### src/rtl/llc_arb_pkg.sv
// Shared types and defaults for the LLC request arbiter: cache operation codes,
// arbiter FSM states and the response error helper.
package llc_arb_pkg;

    localparam int DEF_NUM_REQ   = 4;
    localparam int DEF_CACHE_LAT = 1;
    localparam int CNT_W         = 3;

    typedef enum logic [1:0] {
        OP_READ  = 2'd0,
        OP_WRITE = 2'd1,
        OP_2     = 2'd2,
        OP_3     = 2'd3
    } llc_op_e;

    typedef enum logic [1:0] {
        ST_IDLE  = 2'd0,
        ST_ISSUE = 2'd1,
        ST_WAIT  = 2'd2
    } arb_state_e;

    // A cache that reports both or neither of hit/miss gave no usable answer.
    function automatic logic resp_err_f(input logic hit, input logic miss);
        return (hit == miss);
    endfunction

endpackage

### src/rtl/rr_arbiter.sv
// Combinational round-robin picker: the requester just after last_grant_i has
// highest priority, last_grant_i itself the lowest.
module rr_arbiter #(
    parameter int NUM_REQ = 4,
    parameter int IDX_W   = 2
) (
    input  logic [NUM_REQ-1:0] req_i,
    input  logic [IDX_W-1:0]   last_grant_i,
    output logic [NUM_REQ-1:0] grant_o,
    output logic [IDX_W-1:0]   grant_idx_o,
    output logic               any_o
);

    // Scan from lowest to highest priority so the nearest requester overwrites.
    always_comb begin
        int         cand;
        logic [IDX_W-1:0] cand_idx;
        grant_o     = '0;
        grant_idx_o = '0;
        any_o       = 1'b0;
        cand        = 0;
        cand_idx    = '0;
        for (int off = NUM_REQ; off >= 1; off--) begin
            cand     = (int'(last_grant_i) + off) % NUM_REQ;
            cand_idx = IDX_W'(cand);
            if (req_i[cand_idx]) begin
                grant_idx_o = cand_idx;
                any_o       = 1'b1;
            end else begin
                grant_idx_o = grant_idx_o;
            end
        end
        if (any_o) begin
            grant_o[grant_idx_o] = 1'b1;
        end else begin
            grant_o = '0;
        end
    end

endmodule

### src/rtl/llc_req_arbiter.sv
// Shares one cache port among NUM_REQ requesters, one request in flight at a time.
// Optional per-requester grant and hit statistics under macro LLC_ARB_STATS_EN.
module llc_req_arbiter
    import llc_arb_pkg::*;
#(
    parameter int NUM_REQ   = DEF_NUM_REQ,
    parameter int ADDR_W    = 32,
    parameter int CACHE_LAT = DEF_CACHE_LAT
) (
    input  logic                           clk,
    input  logic                           reset,
    input  logic [NUM_REQ-1:0]             req_valid,
    input  logic [NUM_REQ-1:0][ADDR_W-1:0] req_addr,
    input  logic [NUM_REQ-1:0][1:0]        req_op,
    output logic [NUM_REQ-1:0]             req_ready,
    output logic                           cache_valid,
    output logic [ADDR_W-1:0]              cache_address,
    output logic [1:0]                     cache_operation,
    input  logic                           cache_hit,
    input  logic                           cache_miss,
    output logic [NUM_REQ-1:0]             resp_valid,
    output logic                           resp_hit,
    output logic                           resp_err
`ifdef LLC_ARB_STATS_EN
    ,
    output logic [NUM_REQ-1:0][31:0]       grant_count,
    output logic [31:0]                    hit_count
`endif
);

    localparam int IDX_W = (NUM_REQ > 1) ? $clog2(NUM_REQ) : 1;

    arb_state_e          state_q, state_d;
    logic [IDX_W-1:0]    last_grant_q, last_grant_d;
    logic [IDX_W-1:0]    gidx_q, gidx_d;
    logic [ADDR_W-1:0]   addr_q, addr_d;
    llc_op_e             op_q, op_d;
    logic [CNT_W-1:0]    cnt_q, cnt_d;

    logic [NUM_REQ-1:0]  arb_grant_s;
    logic [IDX_W-1:0]    arb_idx_s;
    logic                arb_any_s;

    rr_arbiter #(
        .NUM_REQ (NUM_REQ),
        .IDX_W   (IDX_W)
    ) u_rr_arbiter (
        .req_i        (req_valid),
        .last_grant_i (last_grant_q),
        .grant_o      (arb_grant_s),
        .grant_idx_o  (arb_idx_s),
        .any_o        (arb_any_s)
    );

    // State, grant pointer, captured request and latency counter.
    always_ff @(posedge clk) begin
        if (reset) begin
            state_q      <= ST_IDLE;
            last_grant_q <= IDX_W'(NUM_REQ - 1);
            gidx_q       <= '0;
            addr_q       <= '0;
            op_q         <= OP_READ;
            cnt_q        <= '0;
        end else begin
            state_q      <= state_d;
            last_grant_q <= last_grant_d;
            gidx_q       <= gidx_d;
            addr_q       <= addr_d;
            op_q         <= op_d;
            cnt_q        <= cnt_d;
        end
    end

    // Next state and outputs; everything is forced quiet while reset is high.
    always_comb begin
        state_d         = state_q;
        last_grant_d    = last_grant_q;
        gidx_d          = gidx_q;
        addr_d          = addr_q;
        op_d            = op_q;
        cnt_d           = cnt_q;
        req_ready       = '0;
        cache_valid     = 1'b0;
        cache_address   = '0;
        cache_operation = 2'd0;
        resp_valid      = '0;
        resp_hit        = 1'b0;
        resp_err        = 1'b0;
        if (reset) begin
            state_d = ST_IDLE;
        end else begin
            unique case (state_q)
                ST_IDLE: begin
                    if (arb_any_s) begin
                        req_ready    = arb_grant_s;
                        last_grant_d = arb_idx_s;
                        gidx_d       = arb_idx_s;
                        addr_d       = req_addr[arb_idx_s];
                        op_d         = llc_op_e'(req_op[arb_idx_s]);
                        state_d      = ST_ISSUE;
                    end else begin
                        state_d = ST_IDLE;
                    end
                end
                ST_ISSUE: begin
                    cache_valid     = 1'b1;
                    cache_address   = addr_q;
                    cache_operation = op_q;
                    cnt_d           = CNT_W'(CACHE_LAT);
                    state_d         = ST_WAIT;
                end
                ST_WAIT: begin
                    cache_address   = addr_q;
                    cache_operation = op_q;
                    // A counter of 0 can only appear if CACHE_LAT is misconfigured; respond anyway.
                    if (cnt_q <= CNT_W'(1)) begin
                        resp_valid = NUM_REQ'(1) << gidx_q;
                        resp_hit   = cache_hit;
                        resp_err   = resp_err_f(cache_hit, cache_miss);
                        cnt_d      = '0;
                        state_d    = ST_IDLE;
                    end else begin
                        cnt_d = cnt_q - CNT_W'(1);
                    end
                end
                default: begin
                    state_d = ST_IDLE;
                end
            endcase
        end
    end

`ifdef LLC_ARB_STATS_EN
    logic accept_s;
    logic resp_fire_s;

    assign accept_s    = |req_ready;
    assign resp_fire_s = |resp_valid;

    // Free-running statistics; counters wrap naturally at 2^32.
    always_ff @(posedge clk) begin
        if (reset) begin
            grant_count <= '0;
            hit_count   <= '0;
        end else begin
            if (accept_s) begin
                grant_count[arb_idx_s] <= grant_count[arb_idx_s] + 32'd1;
            end else begin
                grant_count <= grant_count;
            end
            if (resp_fire_s && resp_hit) begin
                hit_count <= hit_count + 32'd1;
            end else begin
                hit_count <= hit_count;
            end
        end
    end
`endif

endmodule

### config.mk
export PLATFORM = sky130hd
export DESIGN_NAME = llc_req_arbiter
export DESIGN_NICKNAME = d
export VERILOG_FILES = /design/src/rtl/llc_arb_pkg.sv /design/src/rtl/rr_arbiter.sv /design/src/rtl/llc_req_arbiter.sv
export SDC_FILE = /design/constraint.sdc
export NUM_CORES = 1
export LEC_CHECK = 0
export CORE_MARGIN = 2
export CORE_UTILIZATION = 37
export DETAILED_ROUTE_END_ITERATION = 7
export PLACE_DENSITY = 0.8
export SETUP_SLACK_MARGIN = 0.15
export SYNTH_ARGS = -nofsm -noshare
export SYNTH_HDL_FRONTEND = slang
export SYNTH_HIERARCHICAL = 1
export SYNTH_SLANG_ARGS = --single-unit
### constraint.sdc
create_clock -name clk -period 2.2 [get_ports clk]
set_input_delay 0.22 -clock clk [delete_from_list [all_inputs] [get_ports clk]]
set_output_delay 0.22 -clock clk [all_outputs]
set_load 0.005 [all_outputs]
[Word-level counts from Yosys, hierarchy flattened]
Index checks and enable logic that the tools add are counted.
Cells by class
  reduce and logical (&&, ||, !) cells: 5
  shifts and indexed selects: 1
  eq/ne operators: 4
  add/subtract/negate cells: 5
  order comparisons: 7
  muxes and demuxes: 45
Operators by type and width (number)
  32-bit 2-to-1 mux: 3
  32-bit binary-select mux with 2-bit select: 1
  4-bit 2-to-1 mux: 6
  1-bit 2-to-1 mux: 18
  2-bit 2-to-1 mux: 8
  2-bit by 3-bit less-than comparator with 1-bit output, second input constant: 5
  1-bit binary-select mux with 2-bit select: 4
  2-bit one-hot mux with 3 select lines: 1
  3-bit one-hot mux with 2 select lines: 1
  2-bit by 1-bit adder with 2-bit output, second input constant: 2
  2-bit adder, second input constant: 2
  2-bit binary-select mux with 2-bit select: 1
  1-bit by 2-bit << shifter with 4-bit output, first input constant: 1
  3-bit by 1-bit <= comparator with 1-bit output, second input constant: 1
  3-bit 2-to-1 mux: 1
  3-bit by 1-bit subtractor with 3-bit output, second input constant: 1
  1-bit demux with 2-bit select: 1
  2-bit by 1-bit == test with 1-bit output, second input constant: 1
  2-bit == test, second input constant: 1
  2-bit by 1-bit >= comparator with 1-bit output, second input constant: 1
  2-bit logical NOT: 1
  2-bit != test, second input constant: 1
  2-bit AND reduction: 1
  2-bit nonzero test: 1
  3 further kinds: 3
Storage, ports and cells
  word-level logic and storage cells: 73
  register bits after elaboration: 43
  output and inout port bits: 45

[Longest topological paths before layout]
Gate-level depths: netlist (run 1).
  depth in word-level cells: 14
  depth in mapped cells: 9
  mapped depth without buffers: 6

[Hierarchy]
The synthesis (run 1) kept the hierarchy.
By module, submodules not included
  llc_req_arbiter: cells an instance 295, instances 1, sequential area each 860.8 um^2, area an instance 2752.6 um^2
  rr_arbiter: cells an instance 32, instances 1, sequential area each 0.0 um^2, area an instance 219.0 um^2

[Worst setup path before layout (run 1)]
OpenSTA, ideal clock, no wires.
  kind: register to register
  start point: register last_grant_q[1]
  end point: register addr_q[27]
  cell stages (with the launch flop): 9
  arrival time: 1.605 ns
  setup slack: 0.469 ns
  path through: dfxtp_1 buf_2 a21oi_1 o221ai_1 buf_4 buf_6 mux2_2 a22oi_1 o21ai_0
Between the ends
  cells in the longest elaborated chain, start to end: 9
RTL lines
  from (decl): RTL line llc_req_arbiter.sv:34  | logic [IDX_W-1:0] last_grant_q, last_grant_d;
  from (signal assigned): RTL line llc_req_arbiter.sv:59  | last_grant_q <= IDX_W'(NUM_REQ - 1);
  from (signal assigned): RTL line llc_req_arbiter.sv:66  | last_grant_q <= last_grant_d;
  2-bit by 1-bit adder with 2-bit output: RTL line rr_arbiter.sv:24  | cand = (int'(last_grant_i) + off) % NUM_REQ;
  1-bit binary-select mux with 2-bit select: RTL line rr_arbiter.sv:26  | if (req_i[cand_idx]) begin
  1-bit 2-to-1 mux (not written as such): RTL line rr_arbiter.sv:26
  2-bit 2-to-1 mux (3 in series): RTL line rr_arbiter.sv:26
  2-bit 2-to-1 mux *: RTL line rr_arbiter.sv:26
  named net arb_idx_s[0]: RTL line llc_req_arbiter.sv:41  | logic [IDX_W-1:0] arb_idx_s;
  32-bit binary-select mux with 2-bit select *: RTL line llc_req_arbiter.sv:98  | addr_d = req_addr[arb_idx_s];
  32-bit 2-to-1 mux (not written as such) *: RTL line llc_req_arbiter.sv:98
  to (signal assigned): RTL line llc_req_arbiter.sv:68  | addr_q <= addr_d;
  to (decl): RTL line llc_req_arbiter.sv:36  | logic [ADDR_W-1:0] addr_q, addr_d;
The timed path passes the listed nets; every way through them passes the cells marked *. The select of a mux whose other input is x is not followed.
A chain may end at the register's enable or synchronous reset.

[Worst setup path after layout (run 1)]
  start point: register state_q[1]
  end point: output port cache_address[4]
Between the ends
  cells in the longest elaborated chain, start to end: 4
RTL lines
  from (decl): RTL line llc_req_arbiter.sv:33  | arb_state_e state_q, state_d;
  from (signal assigned): RTL line llc_req_arbiter.sv:65  | state_q <= state_d;
  2-bit == test / 2-bit by 1-bit == test with 1-bit output (equally long branches): RTL line llc_req_arbiter.sv:92  | unique case (state_q)
  2-bit OR reduction (no line) *
  32-bit 2-to-1 mux *: RTL line llc_req_arbiter.sv:92
  32-bit 2-to-1 mux *: RTL line llc_req_arbiter.sv:89  | if (reset) begin
  to (decl): RTL line llc_req_arbiter.sv:17  | output logic [ADDR_W-1:0] cache_address,
Every way passes the cells marked *; elsewhere a longest branch is shown, timed or not.

==> run_results.csv, run 1 <==
group,metric,value,unit
status,status,"finished clean",
worst_setup_path,cpMaxStageDelayCell,"dfxtp_2",
placement,finalWeightedCongestion,0.831,
timing,hold_viol,0,
power_and_ir_drop,leakage,2.45,nW
routing,dr.first_iter.drc_count,95,
clock_tree,cts.hold.buffers_added,0,
floorplanning,placementRows,32,
synth,synth_area_leader_cell,"dfxtp_1",
routing,vias,3388,
worst_setup_path,required,1980,ps
synth,syn_nets,476,
timing,max_freq,0.463,GHz
routing,drt_wl_total,11000,um
synth,synthMuxAreaShare,25.1,%
floorplanning,dieArea,0.00876,mm2
floorplanning,initial_core_util,38.3,%
synth,synth_edf_count,0,
worst_setup_path,path_cells,"buf_6 -> inv_4 -> ha_4 -> inv_4 -> nor2_4 -> buf_6 -> buf_12 -> buf_16 -> and2_1 -> clkbuf_2",
final_layout,drive_gt1_share,34.1,%
final_layout,syn_to_final_growth,91.4,%
floorplanning,core,0.00777,mm2
global_route,overflow,0,
global_route,first_global_vias,3218,
synth,synth_area_leaders,"dfxtp_1, mux2_2, mux2i_1",
timing,timing.slew.headroom,68.2,%
final_layout,diodes,0,
timing,grt_setup_unrepaired,"true",
routing,dr.pass1.iters,4,
final_layout,nFillCells,582,
worst_hold_path,hold_class,"primary input to flop",
worst_setup_path,critPathMaxFanout,9,
clock_tree,root_buffer,"clkbuf_8",
global_route,grt_pass1_wl,15200,um
synth,syn_inst,327,
synth,synth.distinct_cells,45,
global_route,antenna_found_initial,0,
worst_setup_path,cp-end-kind,"output port",
synth,yosys_warnings,6,
placement,io_buffers,188,
clock_tree,cts_buffer_depth,2,
synth,synth_compound_area_share,20.5,%
worst_setup_path,arrival,1940,ps
routing,detail-route-antenna-nets,0,
final_layout,fin_util,73.2,%
timing,finalCriticalPeriod,2160,ps
synth,yosys.area_share.simple,15.5,%
clock_tree,cts_made_buffers,5,
routing,vias_per_cell,5.16,
clock_tree,h-tree-depth,2,
timing,period_share,98.2,%
synth,synthAdderAreaFrac,2.11,%
timing,fin_skew,6.29,ps
routing,wl_per_cell,16.8,um
synth,synthArstFlopShare,0,%
timing,setup_viol,0,
timing,whs,473,ps
clock_tree,clk_latency,290,ps
power_and_ir_drop,powerDensity,529,mW/mm2
clock_tree,clock-sinks,43,
global_route,track_usage,21.7,%
power_and_ir_drop,report.power.total,3.01,mW
worst_setup_path,critPathKind,"flop to output port",
timing,slew_violations,0,
synth,ys.flop_type,"dfxtp_1",
synth,synth_common_cells,"dfxtp_1, and2_1, mux2_2",
synth,synth_xor_area_share,0.295,%
placement,pre_cts_ws,-173,ps
floorplanning,die_w,93.6,um
synth,synth_top_family_by_area,"multiplexers",
placement,hpwl,7600,um
synth,ys_seq_elements,43,
final_layout,postLayoutCellArea,0.00569,mm2
global_route,grt_max_degree,35,
timing,fin_ws,38.6,ps
power_and_ir_drop,vdd_drop_max,0.000346,V
floorplanning,die_y,93.6,um
worst_setup_path,cpPeakStageDelay,350,ps
synth,synth_top_area_share,29.0,%
routing,drc,0,
synth,yosysSeqAreaShare,29.0,%
clock_tree,cts_tree,"done",
final_layout,nets,703,
timing,worst_slew_pin_slew,471,ps
worst_setup_path,startpoint_type,"flop",
synth,post-synth-top-count-cell,"dfxtp_1",
synth,synth_area,0.00297,mm2
floorplanning,io-pin-count,189,
clock_tree,clk_pin_slew,80,ps
placement,place_area,0.00508,mm2
synth,syn_avg_cell_area,9.09,um2
job,max_cap_viol_count,0,
final timing paths:
path,to,cells after the start,slack (ps),start
setup / recovery,cache_address[4],10,40,state_q[1]
hold / removal,cnt_q[2],3,470,reset
setup reg to reg,addr_q[0],9,170,last_grant_q[1]
hold reg to reg,addr_q[11],2,490,addr_q[11]
layout make-up:
type	count	area (um2)	share of cell area (%)
repair buffers	247	2440	42.9
multi-input cells	247	2100	37.0
flip-flops and latches	43	873	15.4
well taps	102	128	2.24
clock buffers	8	100	1.76
inverters	10	45.0	0.792
layer usage:
layer | vias up | wire length [um] | track usage, %
li1 | 1648 | - | -
met1 | 1581 | 4270 | 24.2
met2 | 143 | 5760 | 41.4
met3 | 16 | 767 | 4.27
met4 | 0 | 208 | 6.16
met5 | - | 0 | 0
kinds of logic after synthesis:
family	after synthesis
AO/OA/AOI/OAI	93
XOR/XNOR	1
adder cells (fa/ha/maj)	5
buffers and inverters	37
flip-flops	43
multiplexers	70
AND/OR/NAND/NOR	78
placed cells by master, fill, tap and decap left out, drive strengths merged, types with 2 or more instances in the layout:
cell,n
clkdlybuf4s50,139
buf,75
dfxtp,43
and2,39
mux2,36
o21ai,36
mux2i,34
a22oi,34
clkbuf,28
inv,10
nor2,9
nand2,8
a21oi,8
dlymetal6s2s,6
dlygate4sd2,5
nor2b,5
ha,5
nand2b,5
nor3,4
nand3,2
o21a,2
clkdlybuf4s15,2
a211oi,2
critical path: cells and delay by family, from the launching register on:
| kind | cells | cell delay [ps] |
|---|---|---|
| adders and majority gates | 1 | 280 |
| buffers and inverters | 7 | 650 |
| DFF | 1 | 350 |
| and+or+nand+nor | 2 | 370 |
state kept, by name (all words and copies together) (netlist names):
name,flops
addr_q,32
cnt_q,3
gidx_q,2
last_grant_q,2
op_q,2
state_q,2
what timing repair did:
action	in CTS	in global routing
setup endpoints to repair	48	60
setup buffers	10	20
pin swaps	4	7
resized for setup	92	142
gates cloned	2	2
power by group:
group          internal [mW]  switching (mW)  total, mW  leakage (nW)
clock                  0.287           0.263      0.550        0.0515
combinational          0.891           0.563       1.45          2.04
sequential             0.922          0.0831       1.01         0.357
per-stage QoR:
| step | setup TNS [ps] | cells |
|---|---|---|
| 5_1_grt | -332 | 657 |
| 3_5_place_dp | -4600 | 615 |
| 6_report | 0 | 657 |
| 4_1_cts | -128 | 635 |
| 2_1_floorplan | 0 | 327 |
| 3_3_place_gp | -485 | 615 |
Note: power is estimated with default switching activity, not from simulation.
==> run 2: changes to the inputs <==
RECOVER_POWER = 25   (was not set)
==> results of run 2 <==
No change in the layout: final DEF, timing and power equal those of run 1.
==> run 3: changes to the inputs <==
CORE_UTILIZATION = 23   (was 37)
PLACE_DENSITY = 0.54   (was 0.8)
SLEW_MARGIN = 20   (was not set)
clock period = 2.5 ns   (was 2.2 ns; I/O delays follow)
==> run_results.csv, run 3 (synthesis gave the netlist of run 1 again) <==
group,metric,value,unit
timing,max_freq,0.429,GHz
routing,wl_met1,4470,um
timing,hold_viol,0,
final_layout,drive_gt1_share,16.5,%
final_layout,nets,664,
clock_tree,clock-sinks,43,
floorplanning,placementRows,41,
global_route,antenna_found_initial,0,
floorplanning,die_w,118,um
global_route,first_global_vias,3184,
power_and_ir_drop,vdd_drop_max,0.000395,V
clock_tree,cts_made_buffers,5,
final_layout,mostFrequentLayoutCells,"clkdlybuf4s50_1, dfxtp_1, and2_1, mux2_2",
clock_tree,cts_tree,"done",
worst_setup_path,cp-end-kind,"output port",
timing,fin_skew,4.48,ps
final_layout,largest_register_ffs,32,
timing,setup_viol,0,
timing,timing.slew.headroom,68.6,%
worst_setup_path,required,2250,ps
timing,slew_violations,0,
power_and_ir_drop,pwr-share-clk,24.9,%
worst_setup_path,critPathKind,"flop to output port",
power_and_ir_drop,switching_share,29.5,%
worst_setup_path,startpoint_type,"flop",
clock_tree,cts.hold.buffers_added,0,
global_route,grt_max_degree,35,
placement,hpwl,7800,um
final_layout,postLayoutCellArea,0.00534,mm2
job,max_cap_viol_count,0,
timing,grt_setup_unrepaired,"true",
floorplanning,initial_core_util,23.5,%
clock_tree,clk_latency,280,ps
routing,drc,0,
power_and_ir_drop,p_switching,749,uW
floorplanning,die_y,118,um
placement,place_area,0.00505,mm2
clock_tree,root_buffer,"clkbuf_16",
worst_hold_path,hold_start,"addr_q[28]",
floorplanning,io-pin-count,189,
power_and_ir_drop,p_int,1.79,mW
power_and_ir_drop,seqPwrFrac,34.8,%
power_and_ir_drop,comb_power_share,40.3,%
timing,setup_tns,0,ps
timing,period_share,93.3,%
final_layout,diodes,0,
routing,dr.pass1.iters,4,
routing,drt_wl_total,10500,um
clock_tree,cts_buffer_depth,2,
global_route,track_usage,14.6,%
worst_setup_path,reg2reg_from,"last_grant_q[1]",
power_and_ir_drop,powerDensity,475,mW/mm2
routing,dr.first_iter.drc_count,135,
global_route,grt_pass1_wl,16600,um
worst_setup_path,critPathMaxFanout,8,
routing,wl_met3,828,um
clock_tree,clk_pin_slew,60,ps
placement,finalWeightedCongestion,0.775,
worst_setup_path,arrival,2080,ps
routing,route.met2.wl,5190,um
worst_setup_path,crit_start,"state_q[0]",
routing,wl_per_cell,15.3,um
global_route,overflow,0,
status,status,"finished clean",
routing,detail-route-antenna-nets,0,
power_and_ir_drop,report.power.total,2.54,mW
floorplanning,dieArea,0.0138,mm2
timing,finalCriticalPeriod,2330,ps
routing,vias,3165,
clock_tree,h-tree-depth,2,
timing,worst_slew_pin_slew,466,ps
final_layout,final_common_cell,"clkdlybuf4s50_1",
routing,vias_per_cell,4.60,
worst_setup_path,r2r_setup_slack,380,ps
placement,io_buffers,188,
worst_hold_path,hold_class,"flop to flop",
final_layout,reg_top3,"addr_q x32, cnt_q x3",
final_layout,syn_to_final_growth,79.8,%
routing,routed.top_layer,"met4",
final_layout,max_flop_register,"addr_q",
power_and_ir_drop,leakage,2.27,nW
floorplanning,core,0.0126,mm2
-- run 3: cell count changes in the layout (fill, tap and decap cells not counted), sizes merged --
cell | previous run | this run
clkdlybuf4s50 | 139 | 158
buf | 75 | 18
dlygate4sd3 | 0 | 2
clkdlybuf4s25 | 0 | 8
clkbuf | 28 | 7
dlygate4sd2 | 5 | 3
clkdlybuf4s15 | 2 | 1
clkinv | 0 | 3
dlymetal6s2s | 6 | 15
bufbuf | 0 | 1
-- run 3: critical path: stages (launching register included) --
cell and delay, ps:
dfxtp_1 360, inv_2 70, ha_4 290, inv_2 60
nor2_4 120, bufbuf_16 280, and2_1 120, clkdlybuf4s50_1 500
-- run 3: final timing paths --
kind	endpoint	cells past startpoint
worst min-delay path	addr_q[28]	2
worst max register to register	addr_q[17]	7
worst min register to register	addr_q[28]	2
worst max-delay path	cache_address[14]	7
-- run 3: power by group through the flow --
stage	clock network, mW	registers (mW)	logic, mW
after global placement	0	0.889	0.975
after detailed placement	0	0.894	0.988
after global routing	0.694	0.899	1.11
after CTS	0.661	0.882	1.05
after floorplan	0	0.865	0.574
final	0.633	0.883	1.02
-- run 3: area by class of cell --
| cell class | instances | area, um2 |
|---|---|---|
| clock inverters | 3 | 15.0 |
| fillers | 1269 | 7280 |
| repair buffers | 208 | 2130 |
| clock buffers | 5 | 125 |
| inverters | 10 | 37.5 |
| multi-input cells | 247 | 1950 |
| well taps | 172 | 215 |
| flip-flops and latches | 43 | 863 |
-- run 3: metal layers --
metal	global-route usage, %	up-vias
li1	-	1561
met1	17.6	1473
met2	26.3	129
met3	4.31	2
met4	1.81	0
met5	0	-
-- run 3: what timing repair did --
item / CTS / global route
pin swaps: 1 / 0
setup endpoints to repair: 40 / 41
buffers inserted: 2 / 0
gates resized for setup: 20 / 32
gates cloned: 3 / 0
-- run 3: metrics by stage --
stage | setup slack, ps | hold WS [ps] | cells | util, %
6_report | 167 | 475 | 688 | 42.3
5_1_grt | 65.2 | 491 | 688 | 42.3
4_1_cts | 133 | 473 | 688 | 42.0
3_5_place_dp | 135 | 458 | 675 | 40.0
3_3_place_gp | 182 | 448 | 675 | 40.0
2_1_floorplan | 769 | 423 | 327 | -
